## src/rtl/bit_serial_adder.sv

```systemverilog
`default_nettype none
`timescale 1ns/1ps
// ============================================================================
// Module : bit_serial_adder
// Brief  : WIDTH-bit adder using one full-adder cell and a registered carry,
//          one bit per clock, LSB first, with start/busy/done handshake.
// Rev    : 1.0  initial release
// ============================================================================
module bit_serial_adder #(
    parameter int WIDTH = 8
) (
    input  logic             clk,
    input  logic             rst,
    input  logic             start,
    input  logic [WIDTH-1:0] a,
    input  logic [WIDTH-1:0] b,
    input  logic             cin,
    output logic             busy,
    output logic             done,
    output logic [WIDTH-1:0] sum,
    output logic             cout
);

    localparam int CNT_W = (WIDTH > 1) ? $clog2(WIDTH) : 1;
    localparam logic [CNT_W-1:0] LAST_CNT = CNT_W'(WIDTH - 1);

    typedef enum logic [1:0] {
        ST_IDLE  = 2'd0,
        ST_SHIFT = 2'd1,
        ST_DONE  = 2'd2
    } state_t;

    state_t             state_q, state_d;
    logic [WIDTH-1:0]   sa_q, sa_d;
    logic [WIDTH-1:0]   sb_q, sb_d;
    logic [WIDTH-1:0]   acc_q, acc_d;
    logic               carry_q, carry_d;
    logic [CNT_W-1:0]   cnt_q, cnt_d;
    logic [WIDTH-1:0]   sum_q, sum_d;
    logic               cout_q, cout_d;
    logic               busy_q, busy_d;
    logic               done_q, done_d;

    logic               fa_sum;
    logic               fa_carry;
    logic [WIDTH:0]     acc_ext;
    logic [WIDTH-1:0]   acc_next;

    // The single full-adder cell shared by every bit position.
    assign fa_sum   = sa_q[0] ^ sb_q[0] ^ carry_q;
    assign fa_carry = (sa_q[0] & sb_q[0]) | (carry_q & (sa_q[0] ^ sb_q[0]));
    assign acc_ext  = {fa_sum, acc_q};
    assign acc_next = acc_ext[WIDTH:1];

    always_comb begin
        state_d = state_q;
        sa_d    = sa_q;
        sb_d    = sb_q;
        acc_d   = acc_q;
        carry_d = carry_q;
        cnt_d   = cnt_q;
        sum_d   = sum_q;
        cout_d  = cout_q;

        case (state_q)
            ST_IDLE: begin
                if (start) begin
                    sa_d    = a;
                    sb_d    = b;
                    carry_d = cin;
                    acc_d   = '0;
                    cnt_d   = '0;
                    state_d = ST_SHIFT;
                end
            end
            ST_SHIFT: begin
                carry_d = fa_carry;
                acc_d   = acc_next;
                sa_d    = sa_q >> 1;
                sb_d    = sb_q >> 1;
                cnt_d   = cnt_q + 1'b1;
                // Results are published only once all bits are in, so sum
                // never shows a partial value.
                if (cnt_q == LAST_CNT) begin
                    sum_d   = acc_next;
                    cout_d  = fa_carry;
                    state_d = ST_DONE;
                end
            end
            ST_DONE: begin
                state_d = ST_IDLE;
            end
            default: begin
                state_d = ST_IDLE;
            end
        endcase

        busy_d = (state_d == ST_SHIFT);
        done_d = (state_d == ST_DONE);
    end

    always_ff @(posedge clk or posedge rst) begin
        if (rst) begin
            state_q <= ST_IDLE;
            sa_q    <= '0;
            sb_q    <= '0;
            acc_q   <= '0;
            carry_q <= 1'b0;
            cnt_q   <= '0;
            sum_q   <= '0;
            cout_q  <= 1'b0;
            busy_q  <= 1'b0;
            done_q  <= 1'b0;
        end else begin
            state_q <= state_d;
            sa_q    <= sa_d;
            sb_q    <= sb_d;
            acc_q   <= acc_d;
            carry_q <= carry_d;
            cnt_q   <= cnt_d;
            sum_q   <= sum_d;
            cout_q  <= cout_d;
            busy_q  <= busy_d;
            done_q  <= done_d;
        end
    end

    assign busy = busy_q;
    assign done = done_q;
    assign sum  = sum_q;
    assign cout = cout_q;

endmodule
`default_nettype wire

```

## config.mk

```make
export PLATFORM = sky130hd
export DESIGN_NAME = bit_serial_adder
export DESIGN_NICKNAME = d
export VERILOG_FILES = /design/src/rtl/bit_serial_adder.sv
export SDC_FILE = /design/constraint.sdc
export NUM_CORES = 1
export LEC_CHECK = 0
export CORE_AREA = 2 2 66 68
export DETAILED_ROUTE_END_ITERATION = 7
export DIE_AREA = 0 0 68 70
export PLACE_DENSITY = 0.68
export RECOVER_POWER = 25
export REMOVE_ABC_BUFFERS = 1
export SLEW_MARGIN = 20
export SYNTH_ARGS = -nofsm -noshare
export SYNTH_HDL_FRONTEND = slang
export SYNTH_SLANG_ARGS = --single-unit
```

## constraint.sdc

```tcl
create_clock -name clk -period 2.73 [get_ports clk]
set_clock_uncertainty 0.05 [all_clocks]
set_input_delay 0.546 -clock clk [delete_from_list [all_inputs] [get_ports clk]]
set_output_delay 0.546 -clock clk [all_outputs]
set_load 0.03 [all_outputs]
```

# [After elaboration in Yosys (flattened, before gate mapping)]
# Index checks and enable logic that the tools add are counted.
[totals] ff_bits=41 latch_bits=0 ram_bits=0 romBits=0 inputBits=20 output_inout_bits=11 elab_cells=38 n_memories=0
[classes] addsub=1 n_mul=0 div_mod_pow=0 magnitude_cmp=0 eq_ne=5 shifts=0 mux=13 n_bitwise=5 n_reduce_logical=4
[ops] operator="8-bit one-hot mux with 2 select lines" count=3
[ops] operator="8-bit two-way mux" count=3
[ops] operator="3-bit one-hot mux with 2 select lines" count=1
[ops] operator="2-bit by 1-bit equality test with 1-bit output, second input constant" count=2
[ops] operator="2-bit two-way mux" count=2
[ops] operator="2-bit one-hot mux with 2 select lines" count=1
[ops] operator="2-bit AND reduction" count=2
[ops] operator="3-bit by 1-bit adder with 3-bit output, second input constant" count=1
[ops] operator="3-bit equality test, second input constant" count=1
[ops] operator="3-bit two-way mux" count=1
[ops] operator="1-bit bitwise AND" count=2
[ops] operator="2-bit equality test, second input constant" count=1
[ops] operator="2-bit logical NOT" count=1
[ops] operator="2-bit inequality test, second input constant" count=1
[ops] operator="1-bit one-hot mux with 2 select lines" count=1
[ops] operator="2-bit nonzero test" count=1
[ops] operator="1-bit XOR" count=2
[ops] operator="1-bit two-way mux" count=1
[ops] operator="1-bit bitwise OR" count=1

# [Depth between registers and ports, before layout]
[depth] ltp_word=4 ltp_mapped=6 mapped_depth_nobuf=5

# [Worst setup path before layout]
# No wires, ideal clock.
[synth_timing] kind="register to register" start="register cnt_q[0]" end="register sum_q[0], in the netlist sum[0]" setup_ns=0.125 t_arrival_ns=1.312 required_ns=2.555 setup_slack_ns=1.243 stages_incl_launch_ff=6 path_buffers=1 synth_period_minus_slack_ns=1.487 path_cell_list="dfrtp_1 -> ha_1 -> ha_1 -> nand3b_4 -> buf_6 -> mux2_4"
[synth_between] elab_chain_cells=2
[synth_rtl] element="from (decl)" line="38" text="logic [CNT_W-1:0] cnt_q, cnt_d;"
[synth_rtl] element="from (signal assigned)" line="120" text="cnt_q <= cnt_d;"
[synth_rtl] element="3-bit equality test" line="84" text="if (cnt_q == LAST_CNT) begin"
[synth_rtl] element="2-bit AND reduction (no line)"
[synth_rtl] element="to (signal assigned)" line="121" text="sum_q <= sum_d;"
[synth_rtl] element="to (decl)" line="39" text="logic [WIDTH-1:0] sum_q, sum_d;"
# No other way between the ends.
# A chain may end at the register's enable or synchronous reset.

# [Final worst setup path]
[layout_timing] start="register sum_q[3], in the netlist sum[3]" end="output sum[3]"
[layout_rtl] element="to (decl)" line="20" text="output logic [WIDTH-1:0] sum,"
# No word-level cell between the ends.

==> results by group <==
Outcome
  • Status: finished, final reports clean

Setup path
  • Top delay family on crit path: buffers and inverters
  • CP Cell Sequence: clkdlybuf4s50_1
  • Crit path DAT: 1.32 ns
  • Critical path depth in cells: 1
  • Critical Path RT: 2.13 ns
  • Slowest CP cell: clkdlybuf4s50_1
  • Crit Path Class: reg2out
  • R2r setup slk: 0.93 ns
  • Crit path buffers/inverters: 1
  • Crit. End Element: primary output
  • CP Max Fanout: 2
  • CP peak stage delay: 0.67 ns
  • Reg2Reg Depth: 3
  • Crit start category: flop

Timing
  • Fin. Hold Viols: 0
  • Tcrit/Tclk final: 0.704
  • # setup viols final: 0
  • Setup TNS: 0 ns
  • Final min period: 1.92 ns
  • Slew Limit Fails: 0
  • Unrepaired setup endpoints after global routing: no
  • FMAX: 521 MHz
  • Relative slew slack: 0.357
  • Least-Margin Pin Slew: 0.965 ns

Clock tree
  • Clk root buf: clkbuf_8
  • CTS tree: built
  • H-tree depth: 2
  • Clock Latency Late Sink: 0.29 ns
  • Setup bufs post-CTS: 0
  • Clock Tree Buf Depth: 2
  • CTS sink count: 40
  • Resized cells post-CTS: 0
  • Reg clk slew, reported paths: 0.08 ns
  • Number of CTS-inserted buffers: 5
  • # hold bufs at CTS: 0

Floorplanning
  • Die Y: 70 µm
  • IO Pins: 31
  • Site Rows: 24
  • Starting Density: 0.428
  • Core box area: 4140 µm²
  • Die span in x: 68 µm
  • Full die area: around 4800 µm²

Cells and area
  • Utilization after layout: 0.530
  • Final Cell Area: 2200 µm²
  • # diodes: 0
  • Fillers: 372
  • Non-filler cells, final: 227
  • Nets@finish: between 150 and 200
  • Fraction of layout cells with a size suffix above 1: 0.154
  • P&R area growth vs syn: 23.9%

Placement
  • # port buffers: 30
  • GPL Wtd Cong: approximately 0.8
  • DP Area: 2090 µm²
  • Placed cells: 219
  • Post-DP HPWL: between 2000 and 2500 µm

Routing
  • First-pass detailed-route iteration total: 4
  • Via-to-Cell Ratio: 5.39
  • Via count: 1223
  • Routed wire per std cell: 14.6 µm
  • Residual DRC: 0
  • ANT nets after route: 0
  • WL final: 3310 µm
  • DRT iter0 DRCs: 61

Power and ir drop
  • Register share of total power: 0.414
  • Switching share of power: 0.356
  • Leak pwr: 0.000991 µW
  • Power density cells: 1150 nW/µm²
  • Combinational share of power: 0.402
  • Pint: 1630 µW
  • Peak VDD IR: between 0.4 and 0.5 mV
  • Clk network pwr share: 0.185
  • NetSw: ~900 µW

Global routing
  • GRT Total Usage: 0.164
  • Maximum number of pins on one net before global-route repair: 41
  • Vias in the first global route: between 1000 and 1500
  • Grt total ovfl: 0
  • Global-route wire length before repair: 5870 µm
  • Initial antenna violation count: 0

Yosys
  • Cell Area, Synth: 1770 µm²
  • Ys Warns: 0
  • Syn Inst Count: 143
  • Distinct cells, synth: 29
  • Seq/Total Area, Yosys: 0.564
  • Seq cells post-synth: 40
  • Syn avg cell area: 12.4 µm²

Flow run
  • Max-capacitance violation count: 0

Hold path
  • Worst Hold Path Cells: 2
  • Worst min-delay path class: reg2reg
layer usage:
layer  global-route usage  wire [µm]  up-vias
li1                     -          -      571
met1                0.234       1590      610
met2                0.234       1520       35
met3               0.0467        146        7
met4               0.0644         61        0
met5                    0          0        -
sequential cells by signal, summed over array words and instances, names as in the netlist:
signal	flops
carry_q	1
sum	8
sb_q	8
cout	1
acc_q	7
sa_q	8
done	1
state_q	2
busy	1
cnt_q	3
metrics by stage:
step,hold slack (ns),total power (µW),setup WS (ns)
5_1_grt,0.477,2740,0.757
4_1_cts,0.442,2560,0.801
3_5_place_dp,0.425,2090,0.592
6_report,0.432,2530,0.809
3_3_place_gp,0.413,2050,0.669
2_1_floorplan,0.416,1730,0.790
path summary, 6_finish.rpt:
check | start | to
min in group asynchronous | rst | busy
max in group asynchronous | rst | sb_q[7]
hold reg to reg | sum[7] | sum[7]
hold / removal | sum[7] | sum[7]
setup / recovery | sum[3] | sum[3]
setup reg to reg | state_q[0] | carry_q
layout make-up:
class,count,area [µm²],share of cell area
tap,52,65.1,0.0296
timing repair buffer,32,313,0.142
clock inverter,2,35.0,0.0159
multi-input combinational,82,663,0.302
sequential,40,1000,0.455
clock buffer,6,72.6,0.0330
inverter,13,48.8,0.0222
placed cells by master, fill, tap and decap left out, types with 2 or more instances in the layout:
cell type        synthesis  routed
a21oi_1                 10      10
a221oi_2                 5       5
a22o_1                  10      10
clkbuf_8                 0       5
clkdlybuf4s50_1          0      29
dfrtp_1                 40      40
ha_1                     2       2
inv_1                   12      12
mux2_2                   3       3
mux2_4                   4       4
nand2_1                  4       4
nand2b_1                 2       2
nor2_1                   2       2
nor2_2                   3       3
nor2b_1                  6       6
nor3_1                   5       5
nor3b_1                  5       5
o21ai_0                  4       4
o22a_1                   5       5
o22ai_1                  6       6
cells by family after synthesis:
group | count (synthesis) | synth area share
buf+inv | 21 | 0.0621
compound gates | 43 | 0.193
simple gates | 29 | 0.102
flops | 40 | 0.564
mux | 7 | 0.0529
fa+ha+maj | 3 | 0.0254
power groups by stage:
stage / clock network (µW) / registers, µW / logic, µW
2_1_floorplan: 0 / 1140 / 595
3_3_place_gp: 0 / 1050 / 1000
3_5_place_dp: 0 / 1060 / 1030
4_1_cts: 479 / 1050 / 1030
5_1_grt: 505 / 1090 / 1140
6_report: 468 / 1050 / 1020
synthesized netlist by cell type:
cell / count / area [µm²]
o21bai_1: 1 / 7.51
o21ai_0: 4 / 20.0
inv_1: 12 / 45.0
o221a_2: 1 / 11.3
nor3b_1: 5 / 37.5
nor2b_1: 6 / 37.5
mux2_4: 4 / 60.1
nor2_1: 2 / 7.51
nand2_1: 4 / 15.0
buf_6: 3 / 33.8
a22o_1: 10 / 87.6
fa_1: 1 / 20.0
a222oi_1: 1 / 10.0
nand3b_1: 1 / 7.51
clkbuf_1: 2 / 7.51
o22a_1: 5 / 43.8
buf_2: 1 / 5.00
a21oi_1: 10 / 50.1
nor3_1: 5 / 25.0
nand3b_4: 1 / 20.0
a221oi_2: 5 / 75.1
ha_1: 2 / 25.0
buf_4: 2 / 15.0
inv_2: 1 / 3.75
mux2_2: 3 / 33.8
o22ai_1: 6 / 37.5
nand2b_1: 2 / 12.5
dfrtp_1: 40 / 1000
nor2_2: 3 / 18.8
Note: power is estimated with default switching activity, not from simulation.
